### src/rtl/alu_pipe_stage.sv
// Single-stage ALU with a valid/ready pipeline register and one skid entry.
// The result and flags are registered, so the stage breaks the timing path on both sides.
module alu_pipe_stage #(
  parameter int WIDTH = 4
) (
  input  logic             i_CLK,
  input  logic             i_RST,
  input  logic             i_VALID,
  output logic             o_READY,
  input  logic [2:0]       i_OP,
  input  logic [WIDTH-1:0] i_A,
  input  logic [WIDTH-1:0] i_B,
  output logic             o_VALID,
  input  logic             i_READY,
  output logic [WIDTH-1:0] o_Y,
  output logic             o_C,
  output logic             o_Z,
  output logic             o_V,
  output logic [1:0]       o_STATE
);

  // Handshake: a beat moves on a rising edge only when the sender's valid
  // and the receiver's ready are both high. Once valid is raised, the
  // payload holds until that edge. o_VALID and o_READY come from the state
  // and reset only, so the stage adds no combinational path between the
  // two sides.

  localparam logic [2:0] OP_ADD   = 3'b000;
  localparam logic [2:0] OP_SUB   = 3'b001;
  localparam logic [2:0] OP_AND   = 3'b010;
  localparam logic [2:0] OP_OR    = 3'b011;
  localparam logic [2:0] OP_XOR   = 3'b100;
  localparam logic [2:0] OP_SLT   = 3'b101;
  localparam logic [2:0] OP_SLTU  = 3'b110;
  localparam logic [2:0] OP_PASSB = 3'b111;

  localparam logic [1:0] ST_EMPTY = 2'd0;
  localparam logic [1:0] ST_HALF  = 2'd1;
  localparam logic [1:0] ST_FULL  = 2'd2;

  localparam int RW  = WIDTH + 3;
  localparam int MSB = WIDTH - 1;

  logic [1:0]       state;
  logic [RW-1:0]    main_q;
  logic [RW-1:0]    skid_q;
  logic [RW-1:0]    res;
  logic [WIDTH:0]   add_full;
  logic [WIDTH:0]   sub_full;
  logic [WIDTH-1:0] y;
  logic             c;
  logic             z;
  logic             v;
  logic             in_xfer;
  logic             out_xfer;

  // The extra top bit is the carry for ADD. For SUB it is the borrow.
  assign add_full = {1'b0, i_A} + {1'b0, i_B};
  assign sub_full = {1'b0, i_A} - {1'b0, i_B};

  always_comb begin
    y = '0;
    c = 1'b0;
    v = 1'b0;
    case (i_OP)
      OP_ADD: begin
        y = add_full[WIDTH-1:0];
        c = add_full[WIDTH];
        v = (i_A[MSB] == i_B[MSB]) && (add_full[MSB] != i_A[MSB]);
      end
      OP_SUB: begin
        y = sub_full[WIDTH-1:0];
        c = sub_full[WIDTH];
        v = (i_A[MSB] != i_B[MSB]) && (sub_full[MSB] != i_A[MSB]);
      end
      OP_AND:   y = i_A & i_B;
      OP_OR:    y = i_A | i_B;
      OP_XOR:   y = i_A ^ i_B;
      OP_SLT:   y[0] = $signed(i_A) < $signed(i_B);
      OP_SLTU:  y[0] = i_A < i_B;
      OP_PASSB: y = i_B;
      default:  y = '0;
    endcase
    z   = (y == '0);
    res = {y, c, z, v};
  end

  assign o_READY  = ~i_RST & (state != ST_FULL);
  assign o_VALID  = ~i_RST & (state != ST_EMPTY);
  assign in_xfer  = i_VALID & o_READY;
  assign out_xfer = o_VALID & i_READY;

  always_ff @(posedge i_CLK or posedge i_RST) begin
    if (i_RST) begin
      state  <= ST_EMPTY;
      main_q <= '0;
      skid_q <= '0;
    end else begin
      case (state)
        ST_EMPTY: begin
          if (in_xfer) begin
            main_q <= res;
            state  <= ST_HALF;
          end
        end
        ST_HALF: begin
          if (in_xfer && out_xfer) begin
            main_q <= res;
          end else if (in_xfer) begin
            skid_q <= res;
            state  <= ST_FULL;
          end else if (out_xfer) begin
            state  <= ST_EMPTY;
          end
        end
        ST_FULL: begin
          // Input is blocked here, so the skid entry is the next result out.
          if (out_xfer) begin
            main_q <= skid_q;
            state  <= ST_HALF;
          end
        end
        default: state <= ST_EMPTY;
      endcase
    end
  end

  assign {o_Y, o_C, o_Z, o_V} = main_q;
  assign o_STATE = state;

endmodule

### config.mk
export PLATFORM = sky130hd
export DESIGN_NAME = alu_pipe_stage
export DESIGN_NICKNAME = d
export VERILOG_FILES = /design/src/rtl/alu_pipe_stage.sv
export SDC_FILE = /design/constraint.sdc
export NUM_CORES = 1
export LEC_CHECK = 0
export BUFFER_PORTS_ARGS = -buffer_cell sky130_fd_sc_hd__buf_2
export CORE_ASPECT_RATIO = 1.5
export CORE_MARGIN = 2
export CORE_UTILIZATION = 32
export CTS_BUF_LIST = sky130_fd_sc_hd__clkbuf_4
export CTS_CLUSTER_SIZE = 25
export DETAILED_ROUTE_END_ITERATION = 8
export PLACE_DENSITY = 0.56
export SETUP_SLACK_MARGIN = 0.15
export SYNTH_ARGS = -nofsm -noshare
export SYNTH_HDL_FRONTEND = slang
export SYNTH_SLANG_ARGS = --single-unit
### constraint.sdc
create_clock -name i_CLK -period 2.07 [get_ports i_CLK]
set_input_delay 0.1035 -clock i_CLK [delete_from_list [all_inputs] [get_ports i_CLK]]
set_output_delay 0.1035 -clock i_CLK [all_outputs]
set_load 0.05 [all_outputs]
==> results of run 1 <==
kinds of logic after synthesis:
logic type               count (synthesis)
AND/OR/NAND/NOR                         61
AO/OA/AOI/OAI                           44
buffers and inverters                   23
flip-flops                              16
adder cells (fa/ha/maj)                 14
multiplexers                             9
XOR/XNOR                                 2
cell type report:
type | instances | share of cell area
flip-flops and latches | 16 | 0.215
well taps | 48 | 0.0323
multi-input cells | 130 | 0.528
inverters | 14 | 0.0350
clock inverters | 1 | 0.00202
clock buffers | 3 | 0.0121
repair buffers | 49 | 0.176
per-stage QoR:
step | setup TNS [ps] | worst slack, ps | power (uW) | instance area [um2]
6_report | 0 | 223 | 1600 | 1860
5_1_grt | 0 | 152 | 1720 | 1860
4_1_cts | 0 | 177 | 1610 | 1840
3_5_place_dp | -588 | -173 | 1440 | 1800
3_3_place_gp | -512 | -160 | 1430 | 1800
2_1_floorplan | 0 | 142 | 1200 | 1500
routing by layer:
layer / wire (um) / up-vias / track usage / part of all wire
li1: - / 684 / - / -
met1: 1310 / 623 / 0.152 / 0.40
met2: 1820 / 28 / 0.268 / 0.55
met3: 84 / 4 / 0.0104 / 0.026
met4: 59 / 0 / 0.0599 / 0.018
met5: 0 / - / 0 / 0
cells in the final DEF, fill, tap and decap left out, drive strengths merged, types with 3 or more instances in the layout:
| cell type | synthesis | routed |
|---|---|---|
| inv | 14 | 14 |
| a31oi | 3 | 3 |
| a21oi | 3 | 3 |
| o21ai | 11 | 11 |
| clkbuf | 2 | 3 |
| mux2 | 6 | 6 |
| buf | 7 | 48 |
| nand2 | 21 | 21 |
| nor2 | 15 | 15 |
| nand2b | 9 | 9 |
| dfrtp | 16 | 16 |
| a32oi | 4 | 4 |
| nor2b | 3 | 3 |
| ha | 12 | 12 |
| o31ai | 3 | 3 |
| nand3 | 5 | 5 |
power by group through the flow:
stage                     Sequential (uW)  Clock [uW]  Combinational [uW]
after detailed placement              539           0                 899
after floorplan                       798           0                 398
after global routing                  550         183                 988
final                                 532         163                 900
after global placement                535           0                 894
after CTS                             533         174                 901
registers in the layout, summed over array words and instances (netlist names):
register  cells
skid_q        7
o_STATE       2
main_q        7
worst register-to-register path, delay by kind of cell (launching register included):
family        cells  cell delay [ps]
simple gates      2              580
mux               1              410
flops             1              460
path summary, 6_finish.rpt:
| kind | from | cells after the start | endpoint | slack, ps |
|---|---|---|---|---|
| hold / removal | i_VALID | 4 | o_STATE[0] | 180 |
| max in group asynchronous | i_RST | 3 | o_STATE[1] | 1190 |
| setup / recovery | i_B[0] | 9 | skid_q[1] | 220 |
| min in group asynchronous | i_RST | 3 | skid_q[2] | 480 |
| setup reg to reg | o_STATE[0] | 3 | skid_q[2] | 520 |
| hold reg to reg | skid_q[5] | 2 | skid_q[5] | 490 |
repair_timing:
item / CTS / global route
hold buffers: 1 / 0
hold endpoints to repair: 16 / 0
setup endpoints to repair: 1 / 4
setup buffers: 0 / 1
pin swaps: 0 / 5
cloned: 0 / 0
resized for setup: 1 / 4
==> results.rst, run 1 <==
.. list-table::
   :header-rows: 1

   * - Metric
     - Value
   * - Outcome
     - finished with violations
   * - Violated checks
     - design-rule violations
   * - Adder-cell area share of the yosys netlist
     - 0.131
   * - Number of enable-type register cells in the synthesized netlist
     - 0
   * - Die width
     - 59.0 um
   * - Total instance count after detailed placement
     - 255
   * - Clock buffer depth
     - 2
   * - Maximum frequency from static timing analysis
     - 541 MHz
   * - Std cell rows
     - 30
   * - Area fraction in compound gates after synthesis
     - 0.221
   * - Initial DRC Count
     - 72
   * - Seq pwr share
     - 0.334
   * - Vertical extent of the die
     - 86.5 um
   * - TritonCTS clock tree
     - built
   * - Pre-antenna DRT Iters
     - 6
   * - Dominant combinational cell family by area after synthesis
     - compound AO/OA/AOI/OAI gates
   * - Area taken by multi-input logic gates
     - 981 um2
   * - Final period util
     - 0.893
   * - Final Max Tran Viols
     - 0
   * - Fraction of synthesized cell area taken by the top area cell type
     - 0.276
   * - Count of synthesis-stage warnings from yosys
     - 0
   * - Finished Layout Cells
     - 261
   * - Number of buffers created by CTS
     - 3
   * - Total I/O pin count
     - 26
   * - Buf+Inv Stages, Crit Path
     - 1
   * - Area added between synthesis and finish
     - 28.0%
   * - Count of input and output buffers
     - 25
   * - Synthesized netlist cell count
     - 169
   * - Post-synth design cell area
     - 0.00145 mm2
   * - Total number of H-tree levels
     - 1
   * - Count of final setup violators
     - 0
   * - Floorplan Core Area
     - 0.00443 mm2
   * - Clock share of power
     - 0.102
   * - Net total in the final layout
     - 243
   * - Type of the setup path with the least slack
     - in -> reg
   * - Synth Area in XOR/XNOR
     - 0.0121
   * - VDD IR max
     - 0.237 mV
   * - Core Util, Final
     - 0.420
   * - Cell area power density
     - 858 mW/mm2
   * - Average detailed-routed wire length per instance
     - 12.5 um
   * - Largest cells by area after synthesis
     - dfrtp_1 28%, ha_1 10%, nand2_1 5.4%
   * - Fin. Hold Viols
     - 0
   * - Number of remaining DRC errors
     - 1
   * - Time the worst path needs with I/O delays and setup
     - 1850 ps
   * - Proportion of synthesized area in mux cells
     - 0.0758
   * - Clock root cell
     - clkbuf_4
   * - Register clock-pin slew on the reported worst setup and hold paths
     - 90 ps
   * - Synth Net Count
     - 198
   * - Max-capacitance violation count
     - 0
   * - Chain of cells forming the critical path
     - buf_2, ha_4, fa_2, xor2_1, mux4_2, nor2_2, a32oi_1, or3_4, o21ai_2
   * - Count leader, synth
     - nand2_1
   * - Largest stage delay on the critical path
     - 460 ps
   * - Number of diodes
     - 0
   * - Largest area contributor in the synthesized netlist
     - dfrtp_1
   * - First-pass GRT wire length
     - 5.63 mm
   * - Fraction of the yosys area taken by sequential cells
     - 0.276
   * - Count of clock tree sinks
     - 16
   * - Combinational Power Share
     - 0.564
   * - Startpoint Class
     - input pin
   * - Post-synth cell types
     - 45
   * - Gr usage total
     - 0.140
   * - Worst Tran Pin Value
     - 607 ps
   * - Kind of cell with the highest combined delay on the critical path
     - adder cells
   * - Source-to-sink clock delay at the later pin of the worst-skew pair
     - 280 ps
   * - Total vias in the final route
     - 1339
   * - Initial antenna violation count
     - 0
   * - Endpoint kind of the worst setup timing path
     - flop
   * - Final antenna-violating net count
     - 0
   * - Gpl congestion
     - 0.824
   * - Final-layout worst hold slack
     - 181 ps
   * - Via count of the first global-routing pass
     - 1293
   * - NetSw
     - 765 uW
   * - Synth top cells by count
     - 21 x nand2_1, 16 x dfrtp_1, 14 x nor2_1
   * - Layout cells sized above 1
     - 0.347
   * - Filler instances
     - 470
   * - P_int
     - 830 uW
   * - Slowest stage cell, crit path
     - mux4_2
   * - Seq cells post-synth
     - 16
   * - Share of async-settable or async-resettable flops after synthesis
     - 1.00
   * - Fin Clk Skew
     - 4.15 ps
   * - Effective utilization at floorplan
     - 0.328
   * - Maximum number of pins on one net before global-route repair
     - 17
   * - Worst EP required
     - 2280 ps
   * - Detailed Place HPWL
     - 2.70 mm
   * - Min-Delay Path Class
     - in -> reg
   * - Sw frac
     - 0.479
   * - Synth Area in Simple Gates
     - 0.206
   * - RSZ-0062 raised after global routing
     - false
   * - Static leakage power
     - 0.000871 uW
   * - FF+latch area
     - 400 um2
   * - Crit Path Max Fanout
     - 3
   * - WL final
     - 3.27 mm
   * - Arrival time at the worst endpoint
     - 2050 ps
   * - DIE AREA
     - 0.00511 mm2
   * - Most used flip-flop cell after synthesis
     - dfrtp_1
   * - Overflow left after global routing
     - 0
   * - Mean post-synth cell area
     - 8.60 um2
   * - Max transition margin
     - 0.595
   * - Avg Vias per Cell
     - 5.13
Note: power is estimated with default switching activity, not from simulation.
==> run 2: changes to the inputs <==
- CELL_PAD_IN_SITES_DETAIL_PLACEMENT: unset -> 1
- CELL_PAD_IN_SITES_GLOBAL_PLACEMENT: unset -> 2
- PLACE_DENSITY: 0.56 -> 0.82
==> results.rst, run 2 (synthesized netlist as in run 1, its figures left out) <==
.. list-table::
   :header-rows: 1

   * - Metric
     - Value
   * - Startpoint Class
     - input pin
   * - Static leakage power
     - 0.000873 uW (+0.20%)
   * - Detailed Place HPWL
     - 3.22 mm (+20%)
   * - First-pass GRT wire length
     - 6.68 mm (+19%)
   * - Count of input and output buffers
     - 25 (unchanged)
   * - Avg Vias per Cell
     - 5.26 (+2.4%)
   * - Number of diodes
     - 0 (unchanged)
   * - Effective utilization at floorplan
     - 0.328 (unchanged)
   * - Maximum number of pins on one net before global-route repair
     - 17 (unchanged)
   * - Worst Setup EP
     - skid_q[1]
   * - Worst Tran Pin Value
     - 596 ps (-11.3 ps)
   * - R2R setup slack
     - 530 ps (about the same)
   * - VDD IR max
     - 0.219 mV (-7.4%)
   * - Crit Path Max Fanout
     - 3 (unchanged)
   * - Std cell rows
     - 30 (unchanged)
   * - TritonCTS clock tree
     - built
   * - Total number of H-tree levels
     - 1 (unchanged)
   * - Worst EP required
     - 2280 ps (about the same)
   * - Total instance count after detailed placement
     - 256 (+0.39%)
   * - Max transition margin
     - 0.602 (+0.00755)
   * - Worst reg2reg path startpoint
     - o_STATE[0]
   * - Initial DRC Count
     - 53 (-26%)
   * - Fin Clk Skew
     - 6.59 ps (+2.44 ps)
   * - NetSw
     - 787 uW (+2.9%)
   * - Total I/O pin count
     - 26 (unchanged)
   * - Via count of the first global-routing pass
     - 1531 (+18%)
   * - Overflow left after global routing
     - 0 (unchanged)
   * - Total vias in the final route
     - 1377 (+2.8%)
   * - R2R depth
     - 3 (unchanged)
   * - Commonest non-fill, non-tap cells in the layout
     - 24 x buf_2, 24 x buf_4, 21 x nand2_1, 16 x dfrtp_1, 13 x nor2_1
   * - Clock share of power
     - 0.102 (about the same)
   * - Filler instances
     - 549 (+17%)
   * - Floorplan Core Area
     - 0.00443 mm2 (unchanged)
   * - Average detailed-routed wire length per instance
     - 14.4 um (+15%)
   * - Final Max Tran Viols
     - 0 (unchanged)
   * - Arrival time at the worst endpoint
     - 2080 ps (+30 ps)
   * - Fin. Hold Viols
     - 0 (unchanged)
   * - Source-to-sink clock delay at the later pin of the worst-skew pair
     - 280 ps (about the same)
   * - Gpl congestion
     - 0.806 (-2.1%)
   * - WL final
     - 3.78 mm (+16%)
   * - Net total in the final layout
     - 244 (+0.41%)
   * - Cell area power density
     - 866 mW/mm2 (+0.97%)
   * - Finished Layout Cells
     - 262 (+0.38%)
   * - Final instance area
     - 0.00187 mm2 (+0.81%)
   * - Count of clock tree sinks
     - 16 (unchanged)
   * - Pre-antenna DRT Iters
     - 4 (-2)
   * - Layout cells sized above 1
     - 0.360 (+0.0124)
   * - Clock buffer depth
     - 2 (unchanged)
   * - Endpoint of the worst register-to-register path
     - skid_q[2]
   * - Clock root cell
     - clkbuf_4
   * - Outcome
     - completed
   * - Area taken by multi-input logic gates
     - 0.00100 mm2 (+2.0%)
   * - Gr usage total
     - 0.163 (+0.0224)
   * - Seq pwr share
     - 0.328 (-0.006)
   * - DIE AREA
     - 0.00511 mm2 (unchanged)
   * - FF+latch area
     - 400 um2 (unchanged)
   * - Count of final setup violators
     - 0 (unchanged)
   * - RSZ-0062 raised after global routing
     - true
   * - Vertical extent of the die
     - 86.5 um (unchanged)
   * - Min-Delay Path Class
     - in -> reg
   * - Type of the setup path with the least slack
     - in -> reg
   * - Number of remaining DRC errors
     - 0 (-1)
   * - Combinational Power Share
     - 0.570 (+0.006)
   * - Endpoint kind of the worst setup timing path
     - flop
   * - Max-capacitance violation count
     - 0 (unchanged)
   * - Sw frac
     - 0.485 (+0.00523)
   * - Maximum frequency from static timing analysis
     - 533 MHz (-1.6%)
   * - Register clock-pin slew on the reported worst setup and hold paths
     - 90 ps (about the same)
   * - Source of the critical timing path
     - i_B[0]
   * - Initial antenna violation count
     - 0 (unchanged)
   * - Final antenna-violating net count
     - 0 (unchanged)
   * - P_int
     - 837 uW (+0.77%)
   * - Final period util
     - 0.907 (+0.0144)
   * - Die width
     - 59.0 um (unchanged)
   * - Time the worst path needs with I/O delays and setup
     - 1880 ps (+29.9 ps)
   * - Number of buffers created by CTS
     - 3 (unchanged)
   * - Area added between synthesis and finish
     - 29.0%
   * - Instance area at placement
     - 0.00179 mm2 (-0.28%)
## run 2: changes by cell type in the layout (fill, tap and decap cells not counted)
cell,change
o31ai_2,+1
nor3_2,-1
a211oi_2,+1
buf_12,-1
ha_1,-1
o31ai_1,-1
buf_4,+2
a2111oi_2,-1
ha_2,+1
nor3_1,+1
a2111oi_4,+1
a211oi_1,-1
## run 2: cell type report
cell class | count | area share
flip-flops and latches | 16 | 0.214
repair buffers | 50 | 0.172
clock buffers | 3 | 0.0120
clock inverters | 1 | 0.00200
well taps | 48 | 0.0320
inverters | 14 | 0.0347
multi-input cells | 130 | 0.534
## run 2: worst min path at each step
stage | startpoint | end | slack [ps] | cells past startpoint
2_1_floorplan | i_RST | main_q[0] | 20 | 1
3_3_place_gp | i_RST | main_q[3] | 260 | 2
3_5_place_dp | i_RST | o_STATE[0] | 270 | 2
4_1_cts | i_READY | o_STATE[1] | 180 | 3
5_1_grt | i_READY | o_STATE[1] | 220 | 3
6_report | i_READY | o_STATE[1] | 180 | 3
## run 2: critical path: stages
cell and delay (ps):
buf_2 140, ha_4 170, fa_2 370, xor2_1 150
mux4_2 460, nor2_2 120, a32oi_1 80, or3_4 360
o21ai_2 130
## run 2: through the flow
| step | TNS, ps | setup WS, ps | utilization | total power, uW | hold WS (ps) |
|---|---|---|---|---|---|
| finish | 0 | 193 | 0.423 | 1620 | 178 |
| global placement | -351 | -143 | 0.405 | 1420 | 259 |
| global route | 0 | 100 | 0.423 | 1740 | 223 |
| CTS | 0 | 159 | 0.413 | 1630 | 175 |
| detailed placement | -704 | -222 | 0.405 | 1460 | 266 |
| floorplan | 0 | 142 | - | 1200 | 17.2 |
## run 2: per-layer routing
| metal | wire length [um] | GRT usage | vias to the layer above |
|---|---|---|---|
| met5 | 0 | 0 | - |
| met4 | 28 | 0.0475 | 0 |
| met3 | 88 | 0.0119 | 4 |
| met2 | 2260 | 0.337 | 25 |
| met1 | 1400 | 0.162 | 668 |
| li1 | - | - | 680 |
## run 2: power by group through the flow
| stage | registers, uW | clock network, uW | logic [uW] |
|---|---|---|---|
| 2_1_floorplan | 798 | 0 | 398 |
| 3_3_place_gp | 530 | 0 | 891 |
| 3_5_place_dp | 542 | 0 | 918 |
| 4_1_cts | 535 | 174 | 921 |
| 5_1_grt | 558 | 179 | 1010 |
| 6_report | 533 | 166 | 925 |
## run 2: timing repair
action | CTS | global route
resized for setup | 1 | 7
buffers inserted | 0 | 1
pin swaps | 1 | 4
hold endpoints to repair | 16 | 0
hold buffers | 1 | 0
endpoints found under the setup margin | 2 | 4
==> run 3: changes to the inputs <==
- CORE_UTILIZATION: 32 -> 31
- GPL_TIMING_DRIVEN: unset -> 1
- PLACE_DENSITY: 0.82 -> 0.83
- clock period: 2.07 -> 1.6 ns (I/O delays scaled with it)
==> results.rst, run 3 (synthesized netlist as in run 1, its figures left out) <==
.. list-table::
   :header-rows: 1

   * - Metric
     - Value
   * - Commonest non-fill, non-tap cells in the layout
     - 46 x buf_4, 19 x nand2_1, 18 x buf_2, 14 x dfrtp_1, 10 x buf_6
   * - Fin Clk Skew
     - 2.96 ps (-3.63 ps)
   * - Type of the setup path with the least slack
     - in -> reg
   * - Gr usage total
     - 0.182 (+0.0191)
   * - Finished Layout Cells
     - 288 (+9.9%)
   * - VDD IR max
     - 0.277 mV (+26%)
   * - RSZ-0062 raised after global routing
     - true
   * - Min-Delay Path Class
     - in -> reg
   * - Max-capacitance violation count
     - 0 (unchanged)
   * - Detailed Place HPWL
     - 3.41 mm (+6.0%)
   * - Total I/O pin count
     - 26 (unchanged)
   * - Register clock-pin slew on the reported worst setup and hold paths
     - 90 ps (about the same)
   * - Gpl congestion
     - 0.871 (+8.1%)
   * - Std cell rows
     - 30 (unchanged)
   * - NetSw
     - 1110 uW (+42%)
   * - Floorplan Core Area
     - 0.00450 mm2 (+1.7%)
   * - Number of buffers created by CTS
     - 3 (unchanged)
   * - R2R depth
     - 6 (+3)
   * - Final period util
     - 1.14
   * - Number of remaining DRC errors
     - 0 (unchanged)
   * - Clock share of power
     - 0.089 (-0.013)
   * - Time the worst path needs with I/O delays and setup
     - 1830 ps
   * - Total number of H-tree levels
     - 1 (unchanged)
   * - P_int
     - 1240 uW (+48%)
   * - Hold path start
     - i_VALID
   * - Total instance count after detailed placement
     - 275 (+7.4%)
   * - Effective utilization at floorplan
     - 0.322 (-0.00547)
   * - Worst reg2reg path startpoint
     - o_STATE[1]
   * - Final Max Tran Viols
     - 0 (unchanged)
   * - TritonCTS clock tree
     - built
   * - Count of final setup violators
     - 7 (+7)
   * - Combinational Power Share
     - 0.612 (+0.042)
   * - Net total in the final layout
     - 270 (+11%)
   * - Avg Vias per Cell
     - 5.36 (+1.9%)
   * - Outcome
     - finished with violations
   * - Final antenna-violating net count
     - 0 (unchanged)
   * - Vertical extent of the die
     - 87.8 um (+1.5%)
   * - Total vias in the final route
     - 1543 (+12%)
   * - Source of the critical timing path
     - i_A[0]
   * - DIE AREA
     - 0.00526 mm2 (+3.0%)
   * - Count of input and output buffers
     - 25 (unchanged)
   * - Violated checks
     - negative setup slack
   * - Source-to-sink clock delay at the later pin of the worst-skew pair
     - 280 ps (about the same)
   * - Fin. Hold Viols
     - 0 (unchanged)
   * - Crit Path Max Fanout
     - 2 (-1)
   * - R2R setup slack
     - 160 ps (-370 ps)
   * - Filler instances
     - 514 (-6.4%)
   * - Worst EP required
     - 1820 ps (-460 ps)
   * - Area added between synthesis and finish
     - 58.6%
   * - Initial DRC Count
     - 56 (+5.7%)
   * - Clock buffer depth
     - 2 (unchanged)
   * - Arrival time at the worst endpoint
     - 2040 ps (-40 ps)
   * - Count of clock tree sinks
     - 16 (unchanged)
   * - Maximum frequency from static timing analysis
     - 547 MHz
   * - Number of diodes
     - 0 (unchanged)
   * - Endpoint of the worst register-to-register path
     - main_q[1]
   * - Worst setup slack before clock tree synthesis
     - -620 ps (-398 ps)
   * - Overflow left after global routing
     - 0 (unchanged)
   * - Average detailed-routed wire length per instance
     - 16.3 um (+13%)
   * - Largest stage delay on the critical path
     - 470 ps (about the same)
   * - Max transition margin
     - 0.602 (-0.000707)
   * - Core Util, Final
     - 0.511 (+0.0882)
   * - Seq pwr share
     - 0.299 (-0.029)
   * - FF+latch area
     - 403 um2 (+0.62%)
   * - Slowest stage cell, crit path
     - mux4_2
   * - Static leakage power
     - 0.00105 uW (+20%)
   * - Startpoint Class
     - input pin
   * - Area taken by multi-input logic gates
     - 0.00117 mm2 (+17%)
   * - Sw frac
     - 0.474 (-0.0107)
   * - Worst Setup EP
     - skid_q[1]
   * - Most frequent standard cell in the layout excluding fill and tap cells
     - buf_4
   * - Maximum number of pins on one net before global-route repair
     - 17 (unchanged)
   * - First-pass GRT wire length
     - 7.47 mm (+12%)
   * - Worst Tran Pin Value
     - 597 ps (+1.06 ps)
   * - Cell area power density
     - 1020 mW/mm2 (+18%)
   * - Worst Slack Setup Final
     - -229 ps (-421 ps)
   * - Layout cells sized above 1
     - 0.546 (+0.186)
   * - Via count of the first global-routing pass
     - 1627 (+6.3%)
   * - Chain of cells forming the critical path
     - buf_12, inv_12, ha_4, fa_2, xor2_1, mux4_2, nor2_2, a32oi_1, or3_4, o21ai_2
   * - Clock root cell
     - clkbuf_4
   * - Pre-antenna DRT Iters
     - 4 (unchanged)
   * - WL final
     - 4.69 mm (+24%)
   * - Initial antenna violation count
     - 0 (unchanged)
   * - Endpoint kind of the worst setup timing path
     - flop
   * - Die width
     - 59.9 um (+1.5%)
## run 3: how the worst min path moves through the flow
stage	endpoint	cells after the start
2_1_floorplan	main_q[0]	1
4_1_cts	o_STATE[0]	3
3_5_place_dp	skid_q[5]	2
3_3_place_gp	skid_q[5]	2
5_1_grt	o_STATE[0]	3
6_report	o_STATE[0]	3
## run 3: worst max-delay path, delay by kind of cell
family                     cells  cell delay, ps
adders and majority gates      2             520
muxes                          1             470
buffers and inverters          2             130
xor gates and xnor gates       1             170
and+or+nand+nor                2             480
AOI/OAI and AO/OA              2             200
## run 3: power groups by stage
stage                     clock (uW)  combinational, uW  sequential (uW)
after floorplan                    0                535             1040
after global placement             0               1210              691
after detailed placement           0               1260              710
after CTS                        220               1350              709
after global routing             236               1550              724
final                            209               1440              702
## run 3: metrics by stage
stage / power [uW] / TNS [ps] / area (um2) / hold slack, ps
2_1_floorplan: 1570 / -965 / 1520 / -6.40
3_3_place_gp: 1900 / -4400 / 1950 / 242
3_5_place_dp: 1970 / -5210 / 1950 / 269
4_1_cts: 2280 / -491 / 2170 / 159
5_1_grt: 2510 / -1560 / 2300 / 191
6_report: 2350 / -1080 / 2300 / 166
## run 3: layer usage
metal | vias to the layer above | global-route usage | share of wire
met1 | 754 | 0.197 | 0.37
met5 | - | 0 | 0
met4 | 0 | 0.0788 | 0.035
met2 | 39 | 0.345 | 0.57
li1 | 737 | - | -
met3 | 13 | 0.0148 | 0.024
## run 3: cell type report
class,instances,area share
multi-input combinational,130,0.506
timing repair buffer,76,0.251
sequential,16,0.175
inverter,14,0.0304
tap,48,0.0261
clock buffer,3,0.00978
clock inverter,1,0.00163
## run 3: repair_timing
| action | CTS | global route |
|---|---|---|
| endpoints found under the setup margin | 14 | 15 |
| hold buffers | 1 | 0 |
| pin swaps | 16 | 8 |
| hold endpoints to repair | 16 | 0 |
| buffers inserted | 3 | 5 |
| gates cloned | 0 | 0 |
| resized for setup | 37 | 25 |
